File: src/rtl/traffic_sensor_unit.sv
// Car-detector front end for the intersection light controller: conditions raw
// street A/B detectors into arrivals and keeps a per-street count of waiting cars.

module traffic_sensor_street #(
    parameter int DEBOUNCE_CYCLES = 4,
    parameter int DEPART_CYCLES   = 8,
    parameter int QUEUE_W         = 4
) (
    input  logic               clk,
    input  logic               rst,
    input  logic               car_raw,
    input  logic               drain_en,
    output logic [QUEUE_W-1:0] queue,
    output logic               overflow
);
    localparam int DB_W  = $clog2(DEBOUNCE_CYCLES);
    localparam int DEP_W = (DEPART_CYCLES > 1) ? $clog2(DEPART_CYCLES) : 1;
    localparam logic [DB_W-1:0]    DB_LAST   = DB_W'(DEBOUNCE_CYCLES - 1);
    localparam logic [DEP_W-1:0]   DEP_LAST  = DEP_W'(DEPART_CYCLES - 1);
    localparam logic [QUEUE_W-1:0] QUEUE_MAX = {QUEUE_W{1'b1}};
    localparam logic [QUEUE_W-1:0] QUEUE_NIL = {QUEUE_W{1'b0}};

    logic               sync1_r;
    logic               sync2_r;
    logic               clean_r;
    logic [DB_W-1:0]    db_cnt_r;
    logic [DEP_W-1:0]   dep_cnt_r;
    logic [QUEUE_W-1:0] queue_r;
    logic               overflow_r;
    logic               arrival_s;
    logic               depart_s;

    // Arrival fires on the edge the clean level rises; departure on the last green cycle of a slot.
    always_comb begin
        arrival_s = 1'b0;
        depart_s  = 1'b0;
        if ((sync2_r != clean_r) && (db_cnt_r == DB_LAST)) begin
            arrival_s = sync2_r;
        end else begin
            arrival_s = 1'b0;
        end
        if (drain_en && (queue_r != QUEUE_NIL) && (dep_cnt_r == DEP_LAST)) begin
            depart_s = 1'b1;
        end else begin
            depart_s = 1'b0;
        end
    end

    // Two-flop synchronizer and level debouncer.
    always_ff @(posedge clk or posedge rst) begin
        if (rst) begin
            sync1_r  <= 1'b0;
            sync2_r  <= 1'b0;
            clean_r  <= 1'b0;
            db_cnt_r <= {DB_W{1'b0}};
        end else begin
            sync1_r <= car_raw;
            sync2_r <= sync1_r;
            if (sync2_r == clean_r) begin
                db_cnt_r <= {DB_W{1'b0}};
            end else if (db_cnt_r < DB_LAST) begin
                db_cnt_r <= db_cnt_r + 1'b1;
            end else begin
                clean_r  <= sync2_r;
                db_cnt_r <= {DB_W{1'b0}};
            end
        end
    end

    // Departure slot timer; any break in green or an empty queue discards progress.
    always_ff @(posedge clk or posedge rst) begin
        if (rst) begin
            dep_cnt_r <= {DEP_W{1'b0}};
        end else if (drain_en && (queue_r != QUEUE_NIL)) begin
            if (dep_cnt_r == DEP_LAST) begin
                dep_cnt_r <= {DEP_W{1'b0}};
            end else begin
                dep_cnt_r <= dep_cnt_r + 1'b1;
            end
        end else begin
            dep_cnt_r <= {DEP_W{1'b0}};
        end
    end

    // Waiting-car counter with saturating arrivals and sticky overflow.
    always_ff @(posedge clk or posedge rst) begin
        if (rst) begin
            queue_r    <= QUEUE_NIL;
            overflow_r <= 1'b0;
        end else begin
            case ({arrival_s, depart_s})
                2'b10: begin
                    if (queue_r == QUEUE_MAX) begin
                        overflow_r <= 1'b1;
                    end else begin
                        queue_r <= queue_r + 1'b1;
                    end
                end
                2'b01:   queue_r <= queue_r - 1'b1;
                default: queue_r <= queue_r;
            endcase
        end
    end

    assign queue    = queue_r;
    assign overflow = overflow_r;
endmodule

module traffic_sensor_unit #(
    parameter int DEBOUNCE_CYCLES = 4,
    parameter int DEPART_CYCLES   = 8,
    parameter int QUEUE_W         = 4
) (
    input  logic               clk,
    input  logic               rst,
    input  logic               car_a_raw,
    input  logic               car_b_raw,
    input  logic               GA,
    input  logic               GB,
    output logic               TA,
    output logic               TB,
    output logic [QUEUE_W-1:0] queue_a,
    output logic [QUEUE_W-1:0] queue_b,
    output logic               overflow_a,
    output logic               overflow_b,
    output logic               green_conflict
);
    logic drain_a_s;
    logic drain_b_s;
    logic green_conflict_r;

    // A simultaneous green on both streets is illegal, so neither street drains then.
    assign drain_a_s = GA & ~GB;
    assign drain_b_s = GB & ~GA;

    traffic_sensor_street #(
        .DEBOUNCE_CYCLES(DEBOUNCE_CYCLES),
        .DEPART_CYCLES  (DEPART_CYCLES),
        .QUEUE_W        (QUEUE_W)
    ) u_street_a (
        .clk     (clk),
        .rst     (rst),
        .car_raw (car_a_raw),
        .drain_en(drain_a_s),
        .queue   (queue_a),
        .overflow(overflow_a)
    );

    traffic_sensor_street #(
        .DEBOUNCE_CYCLES(DEBOUNCE_CYCLES),
        .DEPART_CYCLES  (DEPART_CYCLES),
        .QUEUE_W        (QUEUE_W)
    ) u_street_b (
        .clk     (clk),
        .rst     (rst),
        .car_raw (car_b_raw),
        .drain_en(drain_b_s),
        .queue   (queue_b),
        .overflow(overflow_b)
    );

    // Sticky record of any cycle with both greens lit.
    always_ff @(posedge clk or posedge rst) begin
        if (rst) begin
            green_conflict_r <= 1'b0;
        end else if (GA && GB) begin
            green_conflict_r <= 1'b1;
        end else begin
            green_conflict_r <= green_conflict_r;
        end
    end

    assign green_conflict = green_conflict_r;
    assign TA = (queue_a != {QUEUE_W{1'b0}});
    assign TB = (queue_b != {QUEUE_W{1'b0}});
endmodule

File: config.mk
export PLATFORM = sky130hd
export DESIGN_NAME = traffic_sensor_unit
export DESIGN_NICKNAME = d
export VERILOG_FILES = /design/src/rtl/traffic_sensor_unit.sv
export SDC_FILE = /design/constraint.sdc
export NUM_CORES = 1
export LEC_CHECK = 0
export ABC_AREA = 1
export CAP_MARGIN = 20
export CORE_ASPECT_RATIO = 1.25
export CORE_MARGIN = 2
export CORE_UTILIZATION = 30
export CTS_CLUSTER_SIZE = 20
export DETAILED_ROUTE_END_ITERATION = 10
export PLACE_DENSITY_LB_ADDON = 0.3
export SLEW_MARGIN = 20
export SYNTH_ARGS = -nofsm -noshare
export SYNTH_HDL_FRONTEND = slang
export SYNTH_SLANG_ARGS = --single-unit
File: constraint.sdc
create_clock -name clk -period 4.7 [get_ports clk]
set_input_delay 0.94 -clock clk [delete_from_list [all_inputs] [get_ports clk]]
set_output_delay 0.94 -clock clk [all_outputs]
set_load 0.1 [all_outputs]
==> Word-level counts from Yosys, hierarchy flattened <==
Index checks and enable logic that the tools add are counted.
{ "classes": {"magnitude_cmp": 2, "n_reduce_logical": 17, "bitwise_logic": 8, "add_sub_neg": 8, "n_eq_ne": 16, "mux": 16} }
{ "ops": {"columns": ["operator", "count"], "rows": [
  ["4-bit one-hot mux with 2 select lines", 2],
  ["3-bit two-way mux", 4],
  ["2-bit AND reduction", 6],
  ["4-bit by 1-bit adder with 4-bit output (second input constant)", 2],
  ["2-bit == test (second input constant)", 4],
  ["4-bit == test (second input constant)", 2],
  ["2-bit two-way mux", 4],
  ["4-bit two-way mux", 2],
  ["4-bit nonzero test", 2],
  ["4-bit by 1-bit subtractor with 4-bit output (second input constant)", 2],
  ["1-bit logical AND", 7],
  ["3-bit by 1-bit adder with 3-bit output (second input constant)", 2],
  ["3-bit == test (second input constant)", 2],
  ["1-bit NOT", 6],
  ["2-bit by 1-bit adder with 2-bit output (second input constant)", 2],
  ["2-bit by 1-bit == test with 1-bit output (second input constant)", 2],
  ["2-bit < comparator (second input constant)", 2],
  ["1-bit two-way mux", 4],
  ["2-bit inequality test (second input constant)", 2],
  ["2-bit nonzero test", 2],
  ["1-bit bitwise AND", 2],
  ["1-bit == test", 2],
  ["1-bit inequality test", 2]
]} }
{ "totals": {"out_inout_bits": 13, "ff_bits": 27, "input_bits": 6} }

==> Depth between registers and ports, before layout <==
{ "logic_depth": {"depth_word": 8, "mapped_depth": 14, "ltp_nobuf": 14} }

==> By module <==
From an unflattened synthesis, not the netlist that was laid out.
{ "hier_totals": {"hier_cells": 153, "hier_area_um2": 1381.3} }
{ "modules_own_cells": {"columns": ["mod", "area_each_um2", "cells_each", "n_inst"], "rows": [
  ["traffic_sensor_street", 651.9, 69, 2],
  ["traffic_sensor_unit", 77.6, 15, 1]
]} }

==> Worst setup path after synthesis <==
OpenSTA, ideal clock, no wires.
{ "synth_timing": {"kind": "register to register", "startpoint": "register u_street_b.queue_r[2], in the netlist u_street_b.queue[2]", "endpoint": "register u_street_b.queue_r[2], in the netlist u_street_b.queue[2]", "required_time_ns": 4.586, "period_less_slack_ns": 3.102, "arrival_time_ns": 2.988, "path_buffers": 0, "setup_slack_ns": 1.598, "path_stages_with_launch": 14, "cell_sequence": "dfrtp_1 > nor3_2 > nand2_1 > nand3_2 > nor2_1 > nand2_2 > xor2_1 > ha_1 > inv_1 > nand2_1 > nand2_1 > nand3_1 > nand2_1 > inv_1"} }
{ "synth_via": {"elab_chain_len": 7, "word_cells_on_any_way": 14, "classes_between": "add/sub: 2; eq/ne: 4; mux: 3; reduce/logical: 5"} }
{ "synth_lines": {"columns": ["element", "line_no", "source"], "rows": [
  ["from (decl)", "28", "logic [QUEUE_W-1:0] queue_r;"],
  ["from (signal assigned)", "96", "queue_r <= queue_r + 1'b1;"],
  ["from (signal assigned)", "99", "2'b01: queue_r <= queue_r - 1'b1;"],
  ["from (signal assigned)", "100", "default: queue_r <= queue_r;"],
  ["4-bit nonzero test (*)", null, null],
  ["net TB", "121", "output logic TB,"],
  ["1-bit logical AND (*) (2 in a row)", "42", "if (drain_en && (queue_r != QUEUE_NIL) && (dep_cnt_r == DEP_LAST)) begin"],
  ["1-bit two-way mux (*)", "42", null],
  ["2-bit == test or 2-bit by 1-bit == test with 1-bit output (tied branches)", "91", "case ({arrival_s, depart_s})"],
  ["2-bit inequality test (no source line) or 2-bit nonzero test (tied branches)", null, null],
  ["2-bit AND reduction (no source line)", null, null]
]} }
The timed path passes the listed nets; every way through them passes the cells marked *. The select of a mux whose other input is x is not followed.
A chain may end at the register's enable or synchronous reset.

==> Final worst setup path <==
{ "layout_timing": {"startpoint": "register u_street_a.queue_r[0], in the netlist u_street_a.queue[0]", "endpoint": "output port TA"} }
{ "layout_via": {"elab_chain_len": 1} }
{ "layout_lines": {"columns": ["element", "line_no", "source"], "rows": [
  ["from (decl)", "28", null],
  ["from (signal assigned)", "96", null],
  ["from (signal assigned)", "99", null],
  ["from (signal assigned)", "100", null],
  ["4-bit nonzero test", "174", "assign TA = (queue_a != {QUEUE_W{1'b0}});"],
  ["to (decl)", "120", "output logic TA,"]
]} }
Every way passes these cells.

==> parameters.txt <==
Parameter                              Value

Layout
  Number of nets in the layout    186
  Layout Utilization    37.70%
  Combined area of the multi-input logic cells    556.8 µm²
  Post-route insts no fill    229
  Seq. cell area    675.6 µm²
  Leading cell type in the layout, fill and taps excluded    sky130_fd_sc_hd__nand2_1
  Most frequent cells in the layout    30 x sky130_fd_sc_hd__nand2_1, 28 x sky130_fd_sc_hd__inv_1, 27 x sky130_fd_sc_hd__dfrtp_1
  Finished Cell Area    0.001643 mm²
  Total inserted antenna cells    0
  Layout Area Growth over Synthesis    22.48%
  Share of cells above drive strength 1    8.772%
  Filler instances    428

Timing
  Max_slew headroom    34.61%
  Worst Clk Skew    0.009078 ns
  Worst Max-Slew Pin Slew    0.9778 ns
  Minimum clock period    3.080 ns
  Worst hold slack after final layout    0.3565 ns
  Final-report hold violation count    0
  Final setup margin    1.620 ns
  Final period util    65.53%
  Setup repair after global routing missed its margin    no
  Final number of setup-violating endpoints    0
  Achievable clock frequency    324.7 MHz
  Setup_tns    0 ns
  Pins Over Slew Limit    0

Synth
  Cell area after synthesis    0.001341 mm²
  Mapped Nets    163
  Number of instances in the synthesized netlist    149
  Portion of synthesized cell area occupied by the leading cell type    50.37%
  Syn_area_per_cell    9.002 µm²
  Portion of the post-synthesis area used by sequential elements    50.37%
  Register bit count reported by yosys    27
  Most area-hungry cell type in the Yosys netlist    sky130_fd_sc_hd__dfrtp_1
  Synth cell types    23
  Ys Warns    0
  Area contributors post-synth    sky130_fd_sc_hd__dfrtp_1 50%, sky130_fd_sc_hd__nand2_1 8.4%, sky130_fd_sc_hd__inv_1 8.1%

GRT
  Aggregate global routing overflow    0
  Tot GR Track Use    10.40%
  Maximum number of pins on one net before global-route repair    28
  Via count of the first global-routing pass    959
  First-pass GRT wire length    4126 µm
  Antenna violations before repair    0

Route
  Mean routed wirelength per cell    9.681 µm
  Number of DRC violations after detailed routing    0
  Vias per Instance    4.205
  Number of search-and-repair iterations in the first detailed-routing pass    4
  Number of DRC markers in iteration 0    51
  Via count    963
  Final ANT Viol Nets    0
  DRT Wirelength    2217 µm

Clock tree
  Buffer cell driving the clock tree root    sky130_fd_sc_hd__clkbuf_8
  Hold_buf cts    0
  Num CTS Buffers    3
  Post-CTS setup buffer count    0
  Sink Count    27
  Worst-path clk slew    0.10 ns
  Clock tree from TritonCTS    built
  # resized after CTS    0
  Clock buffer depth    2
  Number of H-tree levels    1
  Clock latency of the later-clocked register in the worst-skew pair    0.28 ns

Critical path
  Logic depth of the worst register-to-register path    11
  Worst setup EP type    primary output
  Setup crit start kind    register
  Worst reg2reg path endpoint    u_street_a.queue[2]
  Reg2Reg Setup Slack    2.83 ns
  Critical Path Fanout Max    7
  Arrival time at the worst endpoint    2.14 ns
  Type of the worst setup path    register to primary output
  Data required time at the worst endpoint    3.76 ns
  Startpoint of the lowest-slack register-to-register path    u_street_a.db_cnt_r[0]

Power
  Clock network fraction of design power    13.1%
  NetSw    0.5256 mW
  Maximum vdd drop    0.4272 mV
  Proportion of power drawn by combinational gates    52.4%
  Fraction of power consumed by sequential logic    34.5%
  Tot Pwr    1.019 mW
  Switching power as a share of total power    51.57%
  Power per Cell Area    620.4 mW/mm²
  Leakage power    0.8516 nW
  Cell internal power dissipation    0.4936 mW

Floorplan
  Die extent in x    63.81 µm
  Die Height    78.76 µm
  Floorplan die area    0.005025 mm²
  Initial Utilization    30.78%
  I/O Pins    19
  Core box area    0.004358 mm²
  Cell row count    27

Place
  Setup slack after placement    1.884 ns
  Placed cell count    225
  RePlAce Congestion    0.8122
  Post-placement cell area    0.001594 mm²
  # port buffers    18
  Sum of net half-perimeters after detailed placement    1704 µm

Worst hold path
  Worst min-delay path class    register to register
  Number of stages on the worst hold path    0
  Hold path endpoint    u_street_b.sync2_r
  Hold Path Origin    u_street_b.sync1_r

Flow run
  Number of max-capacitance violations reported    0

Status
  Status    finished, final reports clean
worst max path at each step:
stage / startpoint / end / cells after the start
2_1_floorplan: u_street_b.queue[2] / u_street_b.queue[2] / 13
5_1_grt: u_street_a.queue[0] / TA / 3
3_3_place_gp: GA / u_street_a.queue[2] / 12
6_report: u_street_a.queue[0] / TA / 3
4_1_cts: u_street_a.queue[0] / TA / 3
3_5_place_dp: GA / u_street_a.queue[2] / 12
layout make-up:
type                            instances  area share [%]
Clock inverter                          1          0.4570
Clock buffer                            3           2.513
Sequential cell                        27           41.13
Multi-Input combinational cell         93           33.89
Timing Repair Buffer                   18           10.97
Tap cell                               58           4.417
Inverter                               29           6.626
cell families after synthesis:
logic type               after synthesis  share of synthesized area [%]
flip-flops                            27                          50.37
adder cells (fa/ha/maj)                8                          7.463
AND/OR/NAND/NOR                       65                          23.42
XOR/XNOR                               7                          4.571
AO/OA/AOI/OAI                         13                          6.064
buffers and inverters                 29                          8.115
layer usage:
layer | vias to the layer above | GRT usage (%) | part of all wire [%]
li1 | 506 | - | -
met1 | 430 | 12.77 | 47
met2 | 22 | 17.19 | 47
met3 | 5 | 1.700 | 3.7
met4 | 0 | 5.870 | 2.2
met5 | - | 0 | 0
cells in the mapped netlist:
| cell type | number |
|---|---|
| sky130_fd_sc_hd__nor2_1 | 13 |
| sky130_fd_sc_hd__ha_1 | 8 |
| sky130_fd_sc_hd__nand3_2 | 1 |
| sky130_fd_sc_hd__xor2_1 | 4 |
| sky130_fd_sc_hd__nand3_1 | 8 |
| sky130_fd_sc_hd__a21o_1 | 1 |
| sky130_fd_sc_hd__nand2_2 | 3 |
| sky130_fd_sc_hd__nor3_1 | 4 |
| sky130_fd_sc_hd__inv_1 | 29 |
| sky130_fd_sc_hd__nand3_4 | 1 |
| sky130_fd_sc_hd__o21bai_1 | 4 |
| sky130_fd_sc_hd__nand4_1 | 1 |
| sky130_fd_sc_hd__xnor2_1 | 3 |
| sky130_fd_sc_hd__o21ai_1 | 1 |
| sky130_fd_sc_hd__nor2_2 | 1 |
| sky130_fd_sc_hd__nor2_4 | 1 |
| sky130_fd_sc_hd__o21ai_2 | 1 |
| sky130_fd_sc_hd__dfrtp_1 | 27 |
| sky130_fd_sc_hd__nand2_1 | 30 |
| sky130_fd_sc_hd__nand4_2 | 1 |
| sky130_fd_sc_hd__a21oi_1 | 2 |
| sky130_fd_sc_hd__nor3_2 | 1 |
| sky130_fd_sc_hd__o21ai_0 | 4 |
critical path: stages, from the launching register on:
cell and delay [ns]:
sky130_fd_sc_hd__dfrtp_1 0.50, sky130_fd_sc_hd__nor2_1 0.08, sky130_fd_sc_hd__nand2_2 0.13, sky130_fd_sc_hd__clkdlybuf4s50_1 1.15
power by group through the flow:
stage	Clock, mW	Combinational [mW]	Sequential [mW]
detailed placement	0	0.538	0.355
finish	0.134	0.534	0.351
global route	0.150	0.579	0.360
CTS	0.142	0.539	0.352
global placement	0	0.531	0.356
floorplan	0	0.203	0.569
sequential cells by signal, summed over array words and instances, names as in the netlist, 2 cells and up:
name and flops:
u_street_a.queue 4, u_street_a.db_cnt_r 2, u_street_b.db_cnt_r 2, u_street_b.queue 4, u_street_a.dep_cnt_r 3, u_street_b.dep_cnt_r 3
Note: power is estimated with default switching activity, not from simulation.
